File: src/rtl/packet_header_tx_pkg.sv
// ============================================================================
// Module   : packet_header_tx_pkg
// Brief    : Shared widths, state encoding and header word indices for the
//            transmit-side packet framer.
// Revision : 1.0 - initial release
// ============================================================================
`default_nettype none

package packet_header_tx_pkg;

   localparam int WORD_WIDTH = 16;
   localparam int LEN_WIDTH  = 8;

   typedef enum logic [2:0] {
      ST_PARK  = 3'd0,
      ST_ARMED = 3'd1,
      ST_HDR   = 3'd2,
      ST_PAY   = 3'd3,
      ST_TRL   = 3'd4,
      ST_FIN   = 3'd5
   } state_t;

   localparam logic [1:0] HDR_DEST = 2'd0;
   localparam logic [1:0] HDR_SRC  = 2'd1;
   localparam logic [1:0] HDR_SEQ  = 2'd2;
   localparam logic [1:0] HDR_LEN  = 2'd3;

endpackage

`default_nettype wire

File: src/rtl/packet_header_tx_if.sv
// ============================================================================
// Module   : packet_header_tx_if
// Brief    : Control handshake, payload input and word stream output of the
//            packet framer.
// Revision : 1.0 - initial release
// ============================================================================
`default_nettype none

interface packet_header_tx_if;
   import packet_header_tx_pkg::*;

   logic                  en;
   logic                  start;
   logic [WORD_WIDTH-1:0] MY_NODE_ID;
   logic [WORD_WIDTH-1:0] destinationID;
   logic [LEN_WIDTH-1:0]  payload_len;
   logic [WORD_WIDTH-1:0] payload_data;
   logic                  payload_valid;
   logic                  payload_ready;
   logic [WORD_WIDTH-1:0] tx_data;
   logic                  tx_valid;
   logic                  tx_ready;
   logic                  tx_last;
   logic                  done;
   logic                  err;

   modport master (
      output en, start, MY_NODE_ID, destinationID, payload_len,
             payload_data, payload_valid, tx_ready,
      input  payload_ready, tx_data, tx_valid, tx_last, done, err
   );

   modport slave (
      input  en, start, MY_NODE_ID, destinationID, payload_len,
             payload_data, payload_valid, tx_ready,
      output payload_ready, tx_data, tx_valid, tx_last, done, err
   );

endinterface

`default_nettype wire

File: src/rtl/packet_header_tx_xor_checksum_acc.sv
// ============================================================================
// Module   : packet_header_tx_xor_checksum_acc
// Brief    : Running XOR of every word loaded into the output register.
// Revision : 1.0 - initial release
// ============================================================================
`default_nettype none

module packet_header_tx_xor_checksum_acc
   import packet_header_tx_pkg::*;
(
   input  logic                  clock,
   input  logic                  nrst,
   input  logic                  clear_i,
   input  logic                  load_i,
   input  logic [WORD_WIDTH-1:0] word_i,
   output logic [WORD_WIDTH-1:0] acc_o
);

   logic [WORD_WIDTH-1:0] acc_q;
   logic [WORD_WIDTH-1:0] acc_d;

   always_comb begin
      acc_d = acc_q;
      if (clear_i) begin
         acc_d = '0;
      end else if (load_i) begin
         acc_d = acc_q ^ word_i;
      end
   end

   always_ff @(posedge clock or negedge nrst) begin
      if (!nrst) begin
         acc_q <= '0;
      end else begin
         acc_q <= acc_d;
      end
   end

   assign acc_o = acc_q;

endmodule

`default_nettype wire

File: src/rtl/packet_header_tx.sv
// ============================================================================
// Module   : packet_header_tx
// Brief    : Transmit framer: header (dest, src, seq, len), payload words and
//            an XOR checksum trailer on a registered valid/ready stream.
// Revision : 1.0 - initial release
// ============================================================================
`default_nettype none

module packet_header_tx
   import packet_header_tx_pkg::*;
(
   input  logic               clock,
   input  logic               nrst,
   packet_header_tx_if.slave  bus
);

   state_t                state_q, state_d;
   logic [WORD_WIDTH-1:0] tx_data_q, tx_data_d;
   logic                  tx_valid_q, tx_valid_d;
   logic                  tx_last_q, tx_last_d;
   logic                  done_q, done_d;
   logic                  err_q, err_d;
   logic [WORD_WIDTH-1:0] seq_q, seq_d;
   logic [LEN_WIDTH-1:0]  cnt_q, cnt_d;
   logic [1:0]            idx_q, idx_d;
   logic [WORD_WIDTH-1:0] dest_q, dest_d;
   logic [WORD_WIDTH-1:0] src_q, src_d;
   logic [LEN_WIDTH-1:0]  len_q, len_d;

   logic                  w_drain;
   logic                  w_payload_ready;
   logic                  w_ck_clear;
   logic                  w_ck_load;
   logic [WORD_WIDTH-1:0] w_ck_acc;
   logic [1:0]            w_next_idx;
   logic [WORD_WIDTH-1:0] w_hdr_word;

   // Output register can take a new word when empty or being consumed now.
   assign w_drain = !tx_valid_q || bus.tx_ready;

   always_comb begin
      w_next_idx = idx_q + 2'd1;
      case (w_next_idx)
         HDR_SRC: w_hdr_word = src_q;
         HDR_SEQ: w_hdr_word = seq_q;
         HDR_LEN: w_hdr_word = {{(WORD_WIDTH-LEN_WIDTH){1'b0}}, len_q};
         default: w_hdr_word = dest_q;
      endcase
   end

   always_comb begin
      state_d         = state_q;
      tx_data_d       = tx_data_q;
      tx_valid_d      = tx_valid_q;
      tx_last_d       = tx_last_q;
      done_d          = done_q;
      err_d           = err_q;
      seq_d           = seq_q;
      cnt_d           = cnt_q;
      idx_d           = idx_q;
      dest_d          = dest_q;
      src_d           = src_q;
      len_d           = len_q;
      w_ck_clear      = 1'b0;
      w_ck_load       = 1'b0;
      w_payload_ready = 1'b0;

      case (state_q)
         ST_PARK: begin
            if (bus.en) begin
               state_d    = ST_ARMED;
               done_d     = 1'b0;
               err_d      = 1'b0;
               w_ck_clear = 1'b1;
            end
         end

         ST_ARMED: begin
            if (bus.start) begin
               dest_d = bus.destinationID;
               src_d  = bus.MY_NODE_ID;
               len_d  = bus.payload_len;
               cnt_d  = bus.payload_len;
               if (bus.destinationID == bus.MY_NODE_ID) begin
                  state_d = ST_FIN;
                  done_d  = 1'b1;
                  err_d   = 1'b1;
               end else begin
                  state_d    = ST_HDR;
                  tx_data_d  = bus.destinationID;
                  tx_valid_d = 1'b1;
                  idx_d      = HDR_DEST;
                  w_ck_load  = 1'b1;
               end
            end
         end

         ST_HDR: begin
            if (tx_valid_q && bus.tx_ready) begin
               if (idx_q == HDR_LEN) begin
                  if (len_q == '0) begin
                     state_d   = ST_TRL;
                     tx_data_d = w_ck_acc;
                     tx_last_d = 1'b1;
                  end else begin
                     state_d    = ST_PAY;
                     tx_valid_d = 1'b0;
                  end
               end else begin
                  idx_d     = w_next_idx;
                  tx_data_d = w_hdr_word;
                  w_ck_load = 1'b1;
               end
            end
         end

         ST_PAY: begin
            if (cnt_q != '0) begin
               w_payload_ready = w_drain;
               if (bus.payload_valid && w_drain) begin
                  tx_data_d  = bus.payload_data;
                  tx_valid_d = 1'b1;
                  cnt_d      = cnt_q - LEN_WIDTH'(1);
                  w_ck_load  = 1'b1;
               end else if (bus.tx_ready) begin
                  tx_valid_d = 1'b0;
               end
            end else if (w_drain) begin
               // Last payload word is already folded into the accumulator.
               state_d    = ST_TRL;
               tx_data_d  = w_ck_acc;
               tx_valid_d = 1'b1;
               tx_last_d  = 1'b1;
            end
         end

         ST_TRL: begin
            if (tx_valid_q && bus.tx_ready) begin
               state_d    = ST_FIN;
               tx_valid_d = 1'b0;
               tx_last_d  = 1'b0;
               done_d     = 1'b1;
            end
         end

         ST_FIN: begin
            if (!err_q) begin
               seq_d = seq_q + WORD_WIDTH'(1);
            end
            state_d = ST_PARK;
         end

         default: begin
            state_d = ST_PARK;
         end
      endcase
   end

   always_ff @(posedge clock or negedge nrst) begin
      if (!nrst) begin
         state_q    <= ST_PARK;
         tx_data_q  <= '0;
         tx_valid_q <= 1'b0;
         tx_last_q  <= 1'b0;
         done_q     <= 1'b0;
         err_q      <= 1'b0;
         seq_q      <= '0;
         cnt_q      <= '0;
         idx_q      <= HDR_DEST;
         dest_q     <= '0;
         src_q      <= '0;
         len_q      <= '0;
      end else begin
         state_q    <= state_d;
         tx_data_q  <= tx_data_d;
         tx_valid_q <= tx_valid_d;
         tx_last_q  <= tx_last_d;
         done_q     <= done_d;
         err_q      <= err_d;
         seq_q      <= seq_d;
         cnt_q      <= cnt_d;
         idx_q      <= idx_d;
         dest_q     <= dest_d;
         src_q      <= src_d;
         len_q      <= len_d;
      end
   end

   packet_header_tx_xor_checksum_acc u_csum (
      .clock   (clock),
      .nrst    (nrst),
      .clear_i (w_ck_clear),
      .load_i  (w_ck_load),
      .word_i  (tx_data_d),
      .acc_o   (w_ck_acc)
   );

   assign bus.tx_data       = tx_data_q;
   assign bus.tx_valid      = tx_valid_q;
   assign bus.tx_last       = tx_last_q;
   assign bus.done          = done_q;
   assign bus.err           = err_q;
   assign bus.payload_ready = w_payload_ready;

endmodule

`default_nettype wire

File: src/flat_wrapper.sv
// flat-port wrapper written by rule: the top's interface ports become plain ports
module packet_header_tx_flat import packet_header_tx_pkg::*;
  (clock, nrst, bus_en, bus_start, bus_MY_NODE_ID, bus_destinationID, bus_payload_len, bus_payload_data, bus_payload_valid, bus_tx_ready, bus_payload_ready, bus_tx_data, bus_tx_valid, bus_tx_last, bus_done, bus_err);
  packet_header_tx_if bus_i ();
  input  logic clock;
  input  logic nrst;
  input wire logic [$bits(bus_i.en)-1:0] bus_en;
  input wire logic [$bits(bus_i.start)-1:0] bus_start;
  input wire logic [$bits(bus_i.MY_NODE_ID)-1:0] bus_MY_NODE_ID;
  input wire logic [$bits(bus_i.destinationID)-1:0] bus_destinationID;
  input wire logic [$bits(bus_i.payload_len)-1:0] bus_payload_len;
  input wire logic [$bits(bus_i.payload_data)-1:0] bus_payload_data;
  input wire logic [$bits(bus_i.payload_valid)-1:0] bus_payload_valid;
  input wire logic [$bits(bus_i.tx_ready)-1:0] bus_tx_ready;
  output wire logic [$bits(bus_i.payload_ready)-1:0] bus_payload_ready;
  output wire logic [$bits(bus_i.tx_data)-1:0] bus_tx_data;
  output wire logic [$bits(bus_i.tx_valid)-1:0] bus_tx_valid;
  output wire logic [$bits(bus_i.tx_last)-1:0] bus_tx_last;
  output wire logic [$bits(bus_i.done)-1:0] bus_done;
  output wire logic [$bits(bus_i.err)-1:0] bus_err;
  assign bus_i.en = bus_en;
  assign bus_i.start = bus_start;
  assign bus_i.MY_NODE_ID = bus_MY_NODE_ID;
  assign bus_i.destinationID = bus_destinationID;
  assign bus_i.payload_len = bus_payload_len;
  assign bus_i.payload_data = bus_payload_data;
  assign bus_i.payload_valid = bus_payload_valid;
  assign bus_i.tx_ready = bus_tx_ready;
  assign bus_payload_ready = bus_i.payload_ready;
  assign bus_tx_data = bus_i.tx_data;
  assign bus_tx_valid = bus_i.tx_valid;
  assign bus_tx_last = bus_i.tx_last;
  assign bus_done = bus_i.done;
  assign bus_err = bus_i.err;
  packet_header_tx u_core (.clock(clock), .nrst(nrst), .bus(bus_i));
endmodule
File: config.mk
export PLATFORM = sky130hd
export DESIGN_NAME = packet_header_tx_flat
export DESIGN_NICKNAME = d
export VERILOG_FILES = /design/src/rtl/packet_header_tx_pkg.sv /design/src/rtl/packet_header_tx_if.sv /design/src/rtl/packet_header_tx_xor_checksum_acc.sv /design/src/rtl/packet_header_tx.sv /design/src/flat_wrapper.sv
export SDC_FILE = /design/constraint.sdc
export NUM_CORES = 1
export LEC_CHECK = 0
export ABC_CLOCK_PERIOD_IN_PS = 4000
export CORE_MARGIN = 5
export CORE_UTILIZATION = 35
export CTS_CLUSTER_SIZE = 30
export DETAILED_ROUTE_END_ITERATION = 8
export GPL_TIMING_DRIVEN = 0
export SLEW_MARGIN = 20
export SYNTH_ARGS = -nofsm -noshare
export SYNTH_HDL_FRONTEND = slang
export SYNTH_SLANG_ARGS = --single-unit
File: constraint.sdc
create_clock -name clock -period 4 [get_ports clock]
set_input_delay 0.6 -clock clock [delete_from_list [all_inputs] [get_ports clock]]
set_output_delay 0.6 -clock clock [all_outputs]
set_load 0.02 [all_outputs]
Word level (Yosys, flattened, before mapping)
Index checks and enable logic that the tools add are counted.
{"block": "totals", "reg_bits": 105, "latch_bits": 0, "mem_bits_rw": 0, "mem_bits_ro": 0, "input_bits": 62, "out_inout_bits": 21, "word_cells": 131, "n_memories": 0}
{"block": "classes", "addsub": 3, "multipliers": 0, "div": 0, "order_cmp": 0, "n_eq_ne": 26, "shift": 0, "n_mux": 64, "bitwise_logic": 2, "reduce_logical": 23}
{"cell": "two-way mux 16 bit", "count": 10}
{"cell": "case mux 16 bit (3 select lines)", "count": 2}
{"cell": "two-way mux 1 bit", "count": 28}
{"cell": "two-way mux 3 bit", "count": 9}
{"cell": "two-way mux 8 bit", "count": 3}
{"cell": "adder 16 x 1 -> 16 bit, second input constant", "count": 1}
{"cell": "equality test 16 bit", "count": 1}
{"cell": "!= test 2 x 1 -> 1 bit, second input constant", "count": 8}
{"cell": "case mux 8 bit (2 select lines)", "count": 1}
{"cell": "bitwise XOR 16 bit", "count": 1}
{"cell": "case mux 3 bit (5 select lines)", "count": 1}
{"cell": "AND reduction 7 bit", "count": 2}
{"cell": "!= test 2 bit, second input constant", "count": 6}
{"cell": "AND reduction 5 bit", "count": 2}
{"cell": "case mux 1 bit (3 select lines)", "count": 3}
{"cell": "AND reduction 9 bit", "count": 1}
{"cell": "zero test 8 bit", "count": 1}
{"cell": "two-way mux 2 bit", "count": 4}
{"cell": "AND reduction 4 bit", "count": 2}
{"cell": "nonzero test 2 bit", "count": 4}
{"cell": "nonzero test 8 bit", "count": 1}
{"cell": "subtractor 8 x 1 -> 8 bit, second input constant", "count": 1}
{"cell": "equality test 2 bit, second input constant", "count": 3}
{"cell": "equality test 3 x 2 -> 1 bit, second input constant", "count": 2}
{"cell": "17 further kinds", "count": 21}

Depth between registers and ports, before layout
{"block": "logic_depth", "depth_word": 9, "mapped_depth": 10, "ltp_nobuf": 8}

Hierarchy
From an unflattened synthesis, not the netlist that was laid out.
{"block": "hier_totals", "hier_cells": 664, "hier_area_um2": 5720.5}
{"module": "packet_header_tx", "instances": 1, "cells_each": 595, "area_per_inst_um2": 4909.7, "seq_area_each_um2": 1826.8}
{"module": "packet_header_tx_xor_checksum_acc", "instances": 1, "cells_each": 69, "area_per_inst_um2": 810.8, "seq_area_each_um2": 400.4}

Worst setup path before layout
No wires, ideal clock.
{"block": "synth_path", "path_type": "input to register", "from": "in bus_MY_NODE_ID[3]", "to": "reg u_core.u_csum.acc_q[11], in the netlist u_core.u_csum.acc_o[11]", "setup_ns": 0.111, "arrival_ns": 2.394, "required_time_ns": 3.889, "path_slack_ns": 1.494, "stages": 7, "path_buffers": 1, "path_cell_list": "xor2_1 -> nor4_1 -> a41oi_2 -> clkbuf_1 -> mux2i_1 -> o211a_1 -> a2111oi_2"}
{"block": "synth_via", "elab_chain_len": 7, "elab_cells_between_ends": 11, "cone_classes": "eq/ne: 1; mux: 8; bitwise: 1; reduce/logical: 1"}
{"element": "start: declaration", "line_no": "flat_wrapper.sv:9", "rtl": "input wire logic [$bits(bus_i.MY_NODE_ID)-1:0] bus_MY_NODE_ID;"}
{"element": "equality test 16 bit (*)", "line_no": "packet_header_tx.sv:84", "rtl": "if (bus.destinationID == bus.MY_NODE_ID) begin"}
{"element": "two-way mux 16 bit", "line_no": "packet_header_tx.sv:84"}
{"element": "two-way mux 16 bit", "line_no": "packet_header_tx.sv:79", "rtl": "if (bus.start) begin"}
{"element": "case mux 16 bit (3 select lines)", "line_no": "packet_header_tx.sv:68", "rtl": "case (state_q)"}
{"element": "bitwise XOR 16 bit", "line_no": "packet_header_tx_xor_checksum_acc.sv:27", "rtl": "acc_d = acc_q ^ word_i;"}
{"element": "two-way mux 16 bit", "line_no": "packet_header_tx_xor_checksum_acc.sv:26", "rtl": "end else if (load_i) begin"}
{"element": "two-way mux 16 bit", "line_no": "packet_header_tx_xor_checksum_acc.sv:24", "rtl": "if (clear_i) begin"}
{"element": "end signal: assignment", "line_no": "packet_header_tx_xor_checksum_acc.sv:33", "rtl": "acc_q <= '0;"}
{"element": "end signal: assignment", "line_no": "packet_header_tx_xor_checksum_acc.sv:35", "rtl": "acc_q <= acc_d;"}
{"element": "end: declaration", "line_no": "packet_header_tx_xor_checksum_acc.sv:19", "rtl": "logic [WORD_WIDTH-1:0] acc_q;"}
Mark *: on every way between the ends. The rest lies on a longest branch, timed or not. The select of a mux whose other input is x is not followed.
A chain may end at the register's enable or synchronous reset.

Worst setup path after layout
{"block": "layout_path", "from": "in bus_MY_NODE_ID[11]", "to": "reg u_core.u_csum.acc_q[3], in the netlist u_core.u_csum.acc_o[3]"}
Same word-level chain as after synthesis.

==> reports/qor.yml <==
status: "finished clean"
whs_ns: 0.0973
ant_nets: 0
max_cap_violations: 0
nNetsFinal: 816
track_usage_pct: 20.9
drive_above_1_share_pct: 10.6
yosysTopAreaCell: "dfrtp_1"
slew_headroom_pct: 43.1
vias: 5702
drc: 0
worst_ep_required_time_ns: 4.25
synth_area_leaders: "dfrtp_1, nand2_1, mux2_2"
postCtsSetupBuffers: 0
ys_seq_area_share_pct: 37.4
clkTransAtPathRegs_ns: 0.06
rsz0062_at_grt: "no"
drt_first_pass_iters: 5
die_w_um: 140
route.detailed.wl_per_inst_um: 21.3
grt_pass1_vias: 5605
synth.avg_cell_area_um2: 9.07
vdd_drop_max_v: 0.000279
synthFlopType: "dfrtp_1"
ctsResizeCount: 0
p_sw_share_pct: 45.7
endpoint_kind: "flop"
period_needed_ns: 3.44
synth-edff-count: 0
final_core_util_pct: 44.4
fin_skew_ns: 0.00621
syn-cell-area_um2: 5950
power-per-cell-area_nw_per_um2: 705
drtIter0Drc: 593
synth-seq-cells: 89
power_switching_w: 0.00238
tightest_slew_ns: 0.848
postSynth.asyncResetShare_pct: 100
synth_nets: 724
ctsLongestPathBuffers: 2
initial_core_util_pct: 35.8
drv_slew: 0
p_int_w: 0.00282
clk_latency_ns: 0.35
setup_violations: 0
seqPwrFrac_pct: 30.3
tritoncts: "built"
numCtsBuffers: 9
rows: 47
hpwl_mm: 15.7
finalHoldViolCount: 0
crit_arrival_ns: 3.69
yosys_warnings: 0
yosysUniqueCellTypes: 70
vias_per_cell: 5.86
synthCells: 656
core_um2: 16600
grt_overflow: 0
hp-class: "input pin to asynchronous set/reset pin"
power_frac_comb_pct: 52.6
fmax_mhz: 291
grt_max_degree: 68
synth_common_cells: "dfrtp_1, nand2_1, o21ai_0, nor2_1, clkbuf_1"
syn2layout_area_growth_pct: 24.0
cts.sinks: 89
cts_root_buffer: "clkbuf_16"
num_io_pins: 83
ctsHoldBuffers: 0
grt_first_pass_wirelength_mm: 32.4
power.leakage_nw: 2.95
dieArea_um2: 19700
yosysMostFrequentCell: "dfrtp_1"
worst_setup_path_start_kind: "input pin"
ctsHtreeMaxLevel: 3
die_y_um: 140
crit_type: "input pin to flop"
period_share_pct: 86.0
diodes: 0
wl_mm: 20.7
place.gp.congestion: 0.899
worst-path-max-fanout: 10
portBuffers: 80
synth_top_area_share_pct: 37.4
p_clk_share_pct: 17.1
antenna_found_initial: 0
-- cells in the final DEF, fill, tap and decap left out, types with 5 or more instances in the layout --
| cell | n |
|---|---|
| buf_2 | 5 |
| mux2_2 | 28 |
| o21ai_0 | 43 |
| xor2_1 | 22 |
| a211oi_1 | 13 |
| nor2_1 | 37 |
| nand2_1 | 88 |
| clkdlybuf4s50_1 | 79 |
| a222oi_1 | 8 |
| nand2b_1 | 7 |
| o2111ai_1 | 5 |
| nor4_1 | 10 |
| o211a_1 | 5 |
| clkbuf_16 | 9 |
| nor3b_1 | 6 |
| o211ai_1 | 6 |
| a221oi_1 | 5 |
| ha_1 | 6 |
| xnor2_1 | 9 |
| a2111oi_4 | 6 |
| nor3_1 | 17 |
| inv_1 | 30 |
| clkbuf_1 | 36 |
| and3_1 | 7 |
| a22oi_1 | 7 |
| dfrtp_1 | 89 |
| nand3_1 | 29 |
| mux2i_1 | 17 |
| nand4_1 | 5 |
| a21oi_1 | 29 |
| a31oi_1 | 8 |
-- registers in the layout, indices dropped and copies added (netlist names) --
name / count
u_core.bus.err: 1
u_core.bus.tx_valid: 1
u_core.state_q: 3
u_core.bus.tx_data: 16
u_core.cnt_q: 8
u_core.len_q: 8
u_core.seq_q: 16
u_core.src_q: 16
u_core.u_csum.acc_o: 16
u_core.idx_q: 2
u_core.bus.done: 1
u_core.bus.tx_last: 1
-- critical path, stage by stage --
cell and delay, ns:
clkdlybuf4s50_1 0.45, xor2_1 0.17, nor4_1 0.62, and4_1 0.28, clkbuf_1 0.44, o21a_1 0.40
buf_2 0.38, a211oi_1 0.10, nor3b_1 0.24
-- final timing paths --
| path | start | end | slack, ns | depth (start not counted) |
|---|---|---|---|---|
| hold reg to reg | u_core.seq_q[15] | u_core.seq_q[15] | 0.48 | 1 |
| min in group clock | u_core.seq_q[15] | u_core.seq_q[15] | 0.48 | 1 |
| setup / recovery | bus_MY_NODE_ID[11] | u_core.u_csum.acc_o[3] | 0.56 | 9 |
| setup reg to reg | u_core.cnt_q[0] | u_core.cnt_q[7] | 0.70 | 9 |
| max in group asynchronous | nrst | u_core.bus.tx_data[1] | 3.28 | 2 |
| hold / removal | nrst | u_core.src_q[8] | 0.1 | 1 |
-- power groups by stage --
stage / Clock, W / Combinational [W] / Sequential [W]
2_1_floorplan: 0 / 0.00176 / 0.00155
3_3_place_gp: 0 / 0.00263 / 0.00155
3_5_place_dp: 0 / 0.00269 / 0.00158
4_1_cts: 0.000906 / 0.00270 / 0.00156
5_1_grt: 0.000952 / 0.00296 / 0.00162
6_report: 0.000890 / 0.00274 / 0.00158
-- per-stage QoR --
step	setup TNS [ns]	worst slack [ns]	total power [W]	instances	cell area, um2
6_report	0	0.560	0.00520	973	7380
2_1_floorplan	0	1.49	0.00331	656	5950
4_1_cts	0	0.584	0.00517	973	7370
3_5_place_dp	0	0.217	0.00427	957	7060
3_3_place_gp	-95.23	-1.08	0.00419	956	7030
5_1_grt	0	0.475	0.00553	973	7380
-- layer usage --
metal	GRT usage, %	up-vias	wire [um]
met2	32.8	246	9660
met5	0	-	0
met4	8.06	0	637
met3	2.83	39	1420
met1	29.3	2810	9030
li1	-	2607	-
-- kinds of logic (layout without fill, tap and decap cells) --
kind of cell / after synthesis / after routing / synth area share [%]
simple gates: 238 / 238 / 20.4
mux: 45 / 45 / 8.16
buf+inv: 73 / 170 / 4.92
fa+ha+maj: 6 / 6 / 1.26
compound gates: 174 / 174 / 23.2
xor+xnor: 31 / 31 / 4.56
flops: 89 / 89 / 37.4
-- final cells by class --
| cell class | instances | area [um2] |
|---|---|---|
| Timing Repair Buffer | 81 | 830 |
| Buffer | 43 | 180 |
| Clock buffer | 12 | 256 |
| Tap cell | 220 | 275 |
| Clock inverter | 4 | 51.3 |
| Fill cell | 1581 | 9260 |
| Inverter | 30 | 113 |
| Multi-Input combinational cell | 494 | 3450 |
| Sequential cell | 89 | 2230 |
Power figures use the tool's default switching activity.
